**src/rtl/uart_echo_responder.sv**
```systemverilog
// rtl/uart_echo_responder.sv - far-end UART peer that checks received frames and echoes good bytes
// A receive FSM feeds a small FIFO; a transmit FSM replays the buffered bytes in the same frame format.
module uart_echo_responder #(
  parameter int CLOCK_HZ   = 50000000,
  parameter int FIFO_DEPTH = 4
) (
  input  logic       clock,
  input  logic       reset,
  input  logic [1:0] baud_rate,
  input  logic [1:0] parity_type,
  input  logic       echo_enable,
  input  logic       tx_pause,
  input  logic       rx_serial,
  output logic       tx_serial,
  output logic [7:0] data_out,
  output logic       rx_done_flag,
  output logic [2:0] error_flag,
  output logic       tx_active_flag,
  output logic       tx_done_flag,
  output logic       overflow_flag,
  output logic [2:0] fifo_level
);
  localparam int DIV_2400  = (CLOCK_HZ + 8 * 2400) / (16 * 2400);
  localparam int DIV_4800  = (CLOCK_HZ + 8 * 4800) / (16 * 4800);
  localparam int DIV_9600  = (CLOCK_HZ + 8 * 9600) / (16 * 9600);
  localparam int DIV_19200 = (CLOCK_HZ + 8 * 19200) / (16 * 19200);
  localparam int AW = (FIFO_DEPTH > 1) ? $clog2(FIFO_DEPTH) : 1;
  localparam logic [AW:0] FULL_LEVEL = (AW + 1)'(FIFO_DEPTH);

  function automatic logic [15:0] div_sel(input logic [1:0] sel);
    logic [15:0] div;
    case (sel)
      2'b00:   div = 16'(DIV_2400);
      2'b01:   div = 16'(DIV_4800);
      2'b10:   div = 16'(DIV_9600);
      default: div = 16'(DIV_19200);
    endcase
    return div;
  endfunction

  function automatic logic parity_on(input logic [1:0] sel);
    return (sel == 2'b01) || (sel == 2'b10);
  endfunction

  typedef enum logic [2:0] {RX_IDLE, RX_START, RX_DATA, RX_PARITY, RX_STOP, RX_DONE} rx_state_t;
  typedef enum logic [2:0] {TX_IDLE, TX_START, TX_DATA, TX_PARITY, TX_STOP} tx_state_t;

  rx_state_t   rx_state, rx_next;
  tx_state_t   tx_state, tx_next;
  logic        rx_s1, rx_s2, rx_s3;
  logic [1:0]  baud_prev;
  logic        baud_chg;
  logic [15:0] rx_div, rx_cnt, tx_div, tx_cnt;
  logic [3:0]  rx_tick_idx, tx_tick_idx;
  logic [2:0]  rx_bit, tx_bit;
  logic [1:0]  rx_par, tx_par;
  logic [7:0]  rx_shift, tx_byte;
  logic [2:0]  rx_err;
  logic        rx_tick, rx_mid, rx_end, tx_tick, tx_end;
  logic [7:0]  mem [FIFO_DEPTH];
  logic [AW-1:0] wr_ptr, rd_ptr;
  logic [AW:0] count;
  logic        push_req, push, pop;

  assign baud_chg = baud_rate != baud_prev;

  // Each bit spans 16 ticks; the receiver samples on tick 7, the middle of the bit.
  assign rx_tick = (rx_state != RX_IDLE) && (rx_cnt == rx_div - 16'd1);
  assign rx_mid  = rx_tick && (rx_tick_idx == 4'd7);
  assign rx_end  = rx_tick && (rx_tick_idx == 4'd15);
  assign tx_tick = (tx_state != TX_IDLE) && (tx_cnt == tx_div - 16'd1);
  assign tx_end  = tx_tick && (tx_tick_idx == 4'd15);

  assign rx_done_flag   = rx_state == RX_DONE;
  assign tx_active_flag = tx_state != TX_IDLE;
  assign fifo_level     = 3'(count);

  assign push_req = (rx_state == RX_DONE) && (rx_err == 3'b000) && echo_enable;
  assign pop      = (tx_state == TX_IDLE) && (count != '0) && !tx_pause;
  assign push     = push_req && ((count != FULL_LEVEL) || pop);

  always_comb begin
    rx_next = rx_state;
    case (rx_state)
      RX_IDLE:   if (rx_s3 && !rx_s2) rx_next = RX_START;
      RX_START:  if (rx_mid && rx_s2) rx_next = RX_DONE;
                 else if (rx_end) rx_next = RX_DATA;
      RX_DATA:   if (rx_end && rx_bit == 3'd7) rx_next = parity_on(rx_par) ? RX_PARITY : RX_STOP;
      RX_PARITY: if (rx_end) rx_next = RX_STOP;
      RX_STOP:   if (rx_mid) rx_next = RX_DONE;
      RX_DONE:   rx_next = RX_IDLE;
      default:   rx_next = RX_IDLE;
    endcase
  end

  always_ff @(posedge clock) begin
    if (reset) begin
      rx_state    <= RX_IDLE;
      rx_s1       <= 1'b1;
      rx_s2       <= 1'b1;
      rx_s3       <= 1'b1;
      baud_prev   <= baud_rate;
      rx_div      <= 16'd1;
      rx_cnt      <= '0;
      rx_tick_idx <= '0;
      rx_bit      <= '0;
      rx_par      <= '0;
      rx_shift    <= '0;
      rx_err      <= '0;
      data_out    <= '0;
      error_flag  <= '0;
    end else begin
      rx_state  <= rx_next;
      rx_s1     <= rx_serial;
      rx_s2     <= rx_s1;
      rx_s3     <= rx_s2;
      baud_prev <= baud_rate;
      if (rx_state == RX_IDLE || rx_tick || baud_chg) rx_cnt <= '0;
      else rx_cnt <= rx_cnt + 16'd1;
      // Frame settings are captured continuously while idle, so the edge clock's values stick.
      if (rx_state == RX_IDLE) begin
        rx_tick_idx <= '0;
        rx_bit      <= '0;
        rx_err      <= '0;
        rx_div      <= div_sel(baud_rate);
        rx_par      <= parity_type;
      end else if (rx_tick) begin
        rx_tick_idx <= rx_tick_idx + 4'd1;
      end
      if (rx_state == RX_START && rx_mid && rx_s2) rx_err[1] <= 1'b1;
      if (rx_state == RX_DATA && rx_mid) rx_shift <= {rx_s2, rx_shift[7:1]};
      if (rx_state == RX_DATA && rx_end) rx_bit <= rx_bit + 3'd1;
      if (rx_state == RX_PARITY && rx_mid && (((^rx_shift) ^ rx_s2) != (rx_par == 2'b01)))
        rx_err[0] <= 1'b1;
      if (rx_state == RX_STOP && rx_mid && !rx_s2) rx_err[2] <= 1'b1;
      if (rx_state == RX_DONE) begin
        error_flag <= rx_err;
        if (!rx_err[1]) data_out <= rx_shift;
      end
    end
  end

  always_ff @(posedge clock) begin
    if (reset) begin
      wr_ptr        <= '0;
      rd_ptr        <= '0;
      count         <= '0;
      overflow_flag <= 1'b0;
    end else begin
      if (push) wr_ptr <= wr_ptr + 1'b1;
      if (pop) rd_ptr <= rd_ptr + 1'b1;
      if (push && !pop) count <= count + 1'b1;
      else if (pop && !push) count <= count - 1'b1;
      if (push_req && !push) overflow_flag <= 1'b1;
    end
  end

  always_ff @(posedge clock) begin
    if (push) mem[wr_ptr] <= rx_shift;
  end

  always_comb begin
    tx_next   = tx_state;
    tx_serial = 1'b1;
    case (tx_state)
      TX_IDLE:   if (pop) tx_next = TX_START;
      TX_START: begin
        tx_serial = 1'b0;
        if (tx_end) tx_next = TX_DATA;
      end
      TX_DATA: begin
        tx_serial = tx_byte[tx_bit];
        if (tx_end && tx_bit == 3'd7) tx_next = parity_on(tx_par) ? TX_PARITY : TX_STOP;
      end
      TX_PARITY: begin
        tx_serial = (^tx_byte) ^ (tx_par == 2'b01);
        if (tx_end) tx_next = TX_STOP;
      end
      TX_STOP:   if (tx_end) tx_next = TX_IDLE;
      default:   tx_next = TX_IDLE;
    endcase
  end

  always_ff @(posedge clock) begin
    if (reset) begin
      tx_state     <= TX_IDLE;
      tx_div       <= 16'd1;
      tx_cnt       <= '0;
      tx_tick_idx  <= '0;
      tx_bit       <= '0;
      tx_par       <= '0;
      tx_byte      <= '0;
      tx_done_flag <= 1'b0;
    end else begin
      tx_state     <= tx_next;
      tx_done_flag <= (tx_state == TX_STOP) && tx_end;
      if (tx_state == TX_IDLE || tx_tick || baud_chg) tx_cnt <= '0;
      else tx_cnt <= tx_cnt + 16'd1;
      if (tx_state == TX_IDLE) begin
        tx_tick_idx <= '0;
        tx_bit      <= '0;
        if (pop) begin
          tx_byte <= mem[rd_ptr];
          tx_div  <= div_sel(baud_rate);
          tx_par  <= parity_type;
        end
      end else if (tx_tick) begin
        tx_tick_idx <= tx_tick_idx + 4'd1;
      end
      if (tx_state == TX_DATA && tx_end) tx_bit <= tx_bit + 3'd1;
    end
  end
endmodule

```
**config.mk**
```make
export PLATFORM = sky130hd
export DESIGN_NAME = uart_echo_responder
export DESIGN_NICKNAME = d
export VERILOG_FILES = /design/src/rtl/uart_echo_responder.sv
export SDC_FILE = /design/constraint.sdc
export NUM_CORES = 1
export LEC_CHECK = 0
export ABC_AREA = 1
export CORE_MARGIN = 2
export CORE_UTILIZATION = 61
export DETAILED_ROUTE_END_ITERATION = 8
export PLACE_DENSITY = 0.89
export REMOVE_ABC_BUFFERS = 1
export SETUP_SLACK_MARGIN = 0.02
export SKIP_LAST_GASP = 1
export SYNTH_ARGS = -nofsm -noshare
export SYNTH_HDL_FRONTEND = slang
export SYNTH_SLANG_ARGS = --single-unit
export TNS_END_PERCENT = 30
```
**constraint.sdc**
```tcl
create_clock -name clock -period 3.3 [get_ports clock]
set_input_delay 0.66 -clock clock [delete_from_list [all_inputs] [get_ports clock]]
set_output_delay 0.66 -clock clock [all_outputs]
set_load 0.01 [all_outputs]
```
==> impl_metrics.prom <==
# TYPE chip_impl_metric gauge
chip_impl_info{name="outcome",value="completed"} 1
chip_impl_metric{name="crit_required",unit="ns"} 2.64
chip_impl_info{name="worst-setup-path-type",value="flip-flop to primary output"} 1
chip_impl_metric{name="post-place-ws",unit="ns"} 0.480
chip_impl_metric{name="detail_route.iter0.violations",unit=""} 550
chip_impl_info{name="min_path_type",value="flip-flop to flip-flop"} 1
chip_impl_metric{name="grtUsageTotal",unit=""} 0.278
chip_impl_metric{name="worst_skew_pair.late_latency",unit="ns"} 0.43
chip_impl_metric{name="dieArea",unit="um2"} 13200
chip_impl_metric{name="setup_viol",unit=""} 0
chip_impl_metric{name="ctsResizeCount",unit=""} 0
chip_impl_metric{name="final_net_count",unit=""} 1063
chip_impl_metric{name="static-leakage-power",unit="uW"} 0.00349
chip_impl_metric{name="post_synth_instance_area",unit="um2"} 7520
chip_impl_metric{name="finalWorstPathRequiredPeriod",unit="ns"} 2.95
chip_impl_metric{name="drt_first_pass_iters",unit=""} 6
chip_impl_metric{name="wire_length_of_the_first_global_routing_pass",unit="um"} 29200
chip_impl_metric{name="synthToLayoutAreaGrowth",unit="%"} 13.8
chip_impl_metric{name="highest_fanout_seen_on_the_critical_path",unit=""} 3
chip_impl_info{name="rsz0062_at_grt",value="no"} 1
chip_impl_metric{name="slew_headroom",unit=""} 0.527
chip_impl_metric{name="synth_enable_flop_cells",unit=""} 32
chip_impl_metric{name="antenna_found_initial",unit=""} 0
chip_impl_metric{name="wl_per_cell",unit="um"} 14.4
chip_impl_metric{name="io_buffer_count",unit=""} 27
chip_impl_metric{name="drive_gt1_frac",unit=""} 0.0734
chip_impl_info{name="layout.cells.most_common_list",value="sky130_fd_sc_hd__nor2_1 (177), sky130_fd_sc_hd__nand2_1 (172), sky130_fd_sc_hd__inv_1 (116), sky130_fd_sc_hd__dfxtp_1 (116), sky130_fd_sc_hd__o21ai_0 (64)"} 1
chip_impl_info{name="startpoint_type_of_the_worst_setup_path",value="flip-flop"} 1
chip_impl_metric{name="synth-warning-count",unit=""} 0
chip_impl_metric{name="detailedPlacementHpwl",unit="um"} 12000
chip_impl_metric{name="fin_skew",unit="ns"} 0.0103
chip_impl_info{name="tritoncts",value="yes"} 1
chip_impl_metric{name="chipWidth",unit="um"} 115
chip_impl_metric{name="mean_cell_area_of_the_mapped_netlist",unit="um2"} 7.49
chip_impl_metric{name="stdcell_area",unit="um2"} 8560
chip_impl_metric{name="nFillCells",unit=""} 863
chip_impl_metric{name="detailroute.via_count",unit=""} 6698
chip_impl_metric{name="die_height",unit="um"} 115
chip_impl_metric{name="synth_top_area_share",unit=""} 0.309
chip_impl_metric{name="std_cell_rows",unit=""} 40
chip_impl_metric{name="final_slew_violations",unit=""} 0
chip_impl_metric{name="max_cap_violations",unit=""} 0
chip_impl_info{name="yosys_most_used_dff",value="sky130_fd_sc_hd__dfxtp_1"} 1
chip_impl_metric{name="cts_made_buffers",unit=""} 17
chip_impl_metric{name="peakVddDrop",unit="V"} 0.000518
chip_impl_metric{name="ant_nets",unit=""} 0
chip_impl_info{name="synth_area_leaders",value="sky130_fd_sc_hd__dfxtp_1 (31%), sky130_fd_sc_hd__edfxtp_1 (13%), sky130_fd_sc_hd__nor2_1 (8.8%)"} 1
chip_impl_metric{name="yosysUniqueCellTypes",unit=""} 50
chip_impl_metric{name="cts.clk_slew.worst_paths",unit="ns"} 0.06
chip_impl_metric{name="first_global_vias",unit=""} 6328
chip_impl_metric{name="initial_utilization",unit=""} 0.626
chip_impl_info{name="crit_path_end_kind",value="primary output"} 1
chip_impl_metric{name="drcViolationCount",unit=""} 0
chip_impl_metric{name="pwr_density_cell",unit="nW/um2"} 848
chip_impl_metric{name="max-clock-path-buffers",unit=""} 2
chip_impl_info{name="layout_commonest_cell",value="sky130_fd_sc_hd__nor2_1"} 1
chip_impl_metric{name="total_power",unit="uW"} 7260
chip_impl_info{name="post-synth-top-area-cell",value="sky130_fd_sc_hd__dfxtp_1"} 1
chip_impl_metric{name="core-area",unit="um2"} 12000
chip_impl_metric{name="hold_vio_cnt_final",unit=""} 0
chip_impl_metric{name="postCtsSetupBuffers",unit=""} 0
chip_impl_metric{name="cts.hold.buffers_added",unit=""} 0
chip_impl_metric{name="globalRouteOverflowTotal",unit=""} 0
chip_impl_metric{name="pin_count_of_the_biggest_net_entering_global_routing",unit=""} 23
chip_impl_metric{name="tritoncts_num_sinks",unit=""} 148
chip_impl_metric{name="worst_slack",unit="ns"} 0.349
chip_impl_metric{name="synth_seq_area_share",unit=""} 0.436
chip_impl_metric{name="syn-instance-count",unit=""} 1005
chip_impl_metric{name="num_ports",unit=""} 28
chip_impl_metric{name="max_slew.worst_pin.slew",unit="ns"} 0.706
chip_impl_info{name="cts_root_buffer",value="sky130_fd_sc_hd__clkbuf_16"} 1
chip_impl_metric{name="synthArstFlopShare",unit=""} 0
chip_impl_metric{name="maximum_clock_frequency",unit="GHz"} 0.339
chip_impl_metric{name="final.setup.tns",unit="ns"} 0
chip_impl_metric{name="ys_ff_latch",unit=""} 148
chip_impl_metric{name="routed_wirelength",unit="um"} 17300
chip_impl_metric{name="antenna-diode-count",unit=""} 0
chip_impl_metric{name="gp_routability_congestion",unit=""} 0.932
chip_impl_metric{name="min_period_over_period",unit=""} 0.894
chip_impl_metric{name="htree_levels",unit=""} 4
chip_impl_metric{name="placed_area",unit="um2"} 7960
chip_impl_metric{name="post_drt_via_cell_ratio",unit=""} 5.60
chip_impl_metric{name="cp.arrival",unit="ns"} 2.29
area by class of cell:
cell class | instances | area [um2] | area share
tap | 147 | 184 | 0.0215
timing repair buffer | 36 | 338 | 0.0395
clock buffer | 19 | 433 | 0.0506
clock inverter | 13 | 174 | 0.0203
inverter | 122 | 458 | 0.0535
sequential | 148 | 3280 | 0.383
multi-input combinational | 711 | 3690 | 0.431
final timing paths:
path / from / slack (ns) / to / cells past startpoint
hold / removal: rx_s1 / 0.41 / rx_s2 / 1
setup / recovery: tx_byte[0] / 0.35 / tx_serial / 6
setup reg to reg: tx_state[0] / 0.46 / fifo_level[2] / 17
hold reg to reg: rx_s1 / 0.41 / rx_s2 / 1
flip-flops by register name, summed over array words and instances (netlist names), 4 cells and up:
register and count:
rx_cnt 16, tx_tick_idx 4, tx_cnt 16, mem 32
tx_byte 8, tx_div 8, rx_tick_idx 4, rx_shift 8
rx_div 8, data_out 8
Yosys cell counts, types with 2 or more instances:
library cell / instances
sky130_fd_sc_hd__nand3_4: 2
sky130_fd_sc_hd__o21ai_0: 64
sky130_fd_sc_hd__nor3b_1: 10
sky130_fd_sc_hd__nand2_1: 172
sky130_fd_sc_hd__a211oi_1: 4
sky130_fd_sc_hd__xor2_1: 26
sky130_fd_sc_hd__o211ai_1: 2
sky130_fd_sc_hd__a22oi_1: 2
sky130_fd_sc_hd__ha_1: 17
sky130_fd_sc_hd__nor4_1: 3
sky130_fd_sc_hd__nand3_1: 58
sky130_fd_sc_hd__nand4_1: 16
sky130_fd_sc_hd__inv_2: 5
sky130_fd_sc_hd__clkbuf_1: 19
sky130_fd_sc_hd__nor2_1: 177
sky130_fd_sc_hd__edfxtp_1: 32
sky130_fd_sc_hd__xnor2_1: 21
sky130_fd_sc_hd__and2_1: 2
sky130_fd_sc_hd__inv_1: 116
sky130_fd_sc_hd__buf_2: 4
sky130_fd_sc_hd__a31oi_1: 10
sky130_fd_sc_hd__nor2_4: 5
sky130_fd_sc_hd__nand3b_1: 4
sky130_fd_sc_hd__a21oi_1: 52
sky130_fd_sc_hd__dfxtp_1: 116
sky130_fd_sc_hd__nand2_2: 9
sky130_fd_sc_hd__nor2_2: 4
sky130_fd_sc_hd__or2_2: 6
sky130_fd_sc_hd__nor3_1: 26
where the power goes:
group          leakage, uW  internal [uW]  switching, uW
sequential         0.00124           2050            235
clock             0.000293           1200            783
combinational      0.00196           1070           1920
critical path, stage by stage (launching register included):
cell	delay, ns
sky130_fd_sc_hd__dfxtp_1	0.33
sky130_fd_sc_hd__xnor2_1	0.20
sky130_fd_sc_hd__xor2_1	0.19
sky130_fd_sc_hd__xnor2_1	0.16
sky130_fd_sc_hd__xor2_1	0.08
sky130_fd_sc_hd__o311ai_0	0.29
sky130_fd_sc_hd__clkdlybuf4s50_1	0.61
metal layers:
layer / up-vias / track usage / wire length, um
met2: 275 / 0.455 / 8260
met4: 0 / 0.126 / 455
met3: 48 / 0.0664 / 1130
met1: 3032 / 0.351 / 7410
li1: 3343 / - / -
met5: - / 0 / 0
kinds of logic after synthesis:
| family | share of synthesized area |
|---|---|
| compound gates | 0.104 |
| xor+xnor | 0.0569 |
| fa+ha+maj | 0.0309 |
| buf+inv | 0.0735 |
| flops | 0.436 |
| mux | 0.00133 |
| simple gates | 0.297 |
stage by stage:
stage	hold WS [ns]	instances	util
finish	0.409	1196	0.713
global route	0.447	1196	0.713
CTS	0.411	1196	0.713
detailed placement	0.394	1164	0.662
global placement	0.391	1164	0.662
floorplan	0.389	981	-
Note: power is estimated with default switching activity, not from simulation.
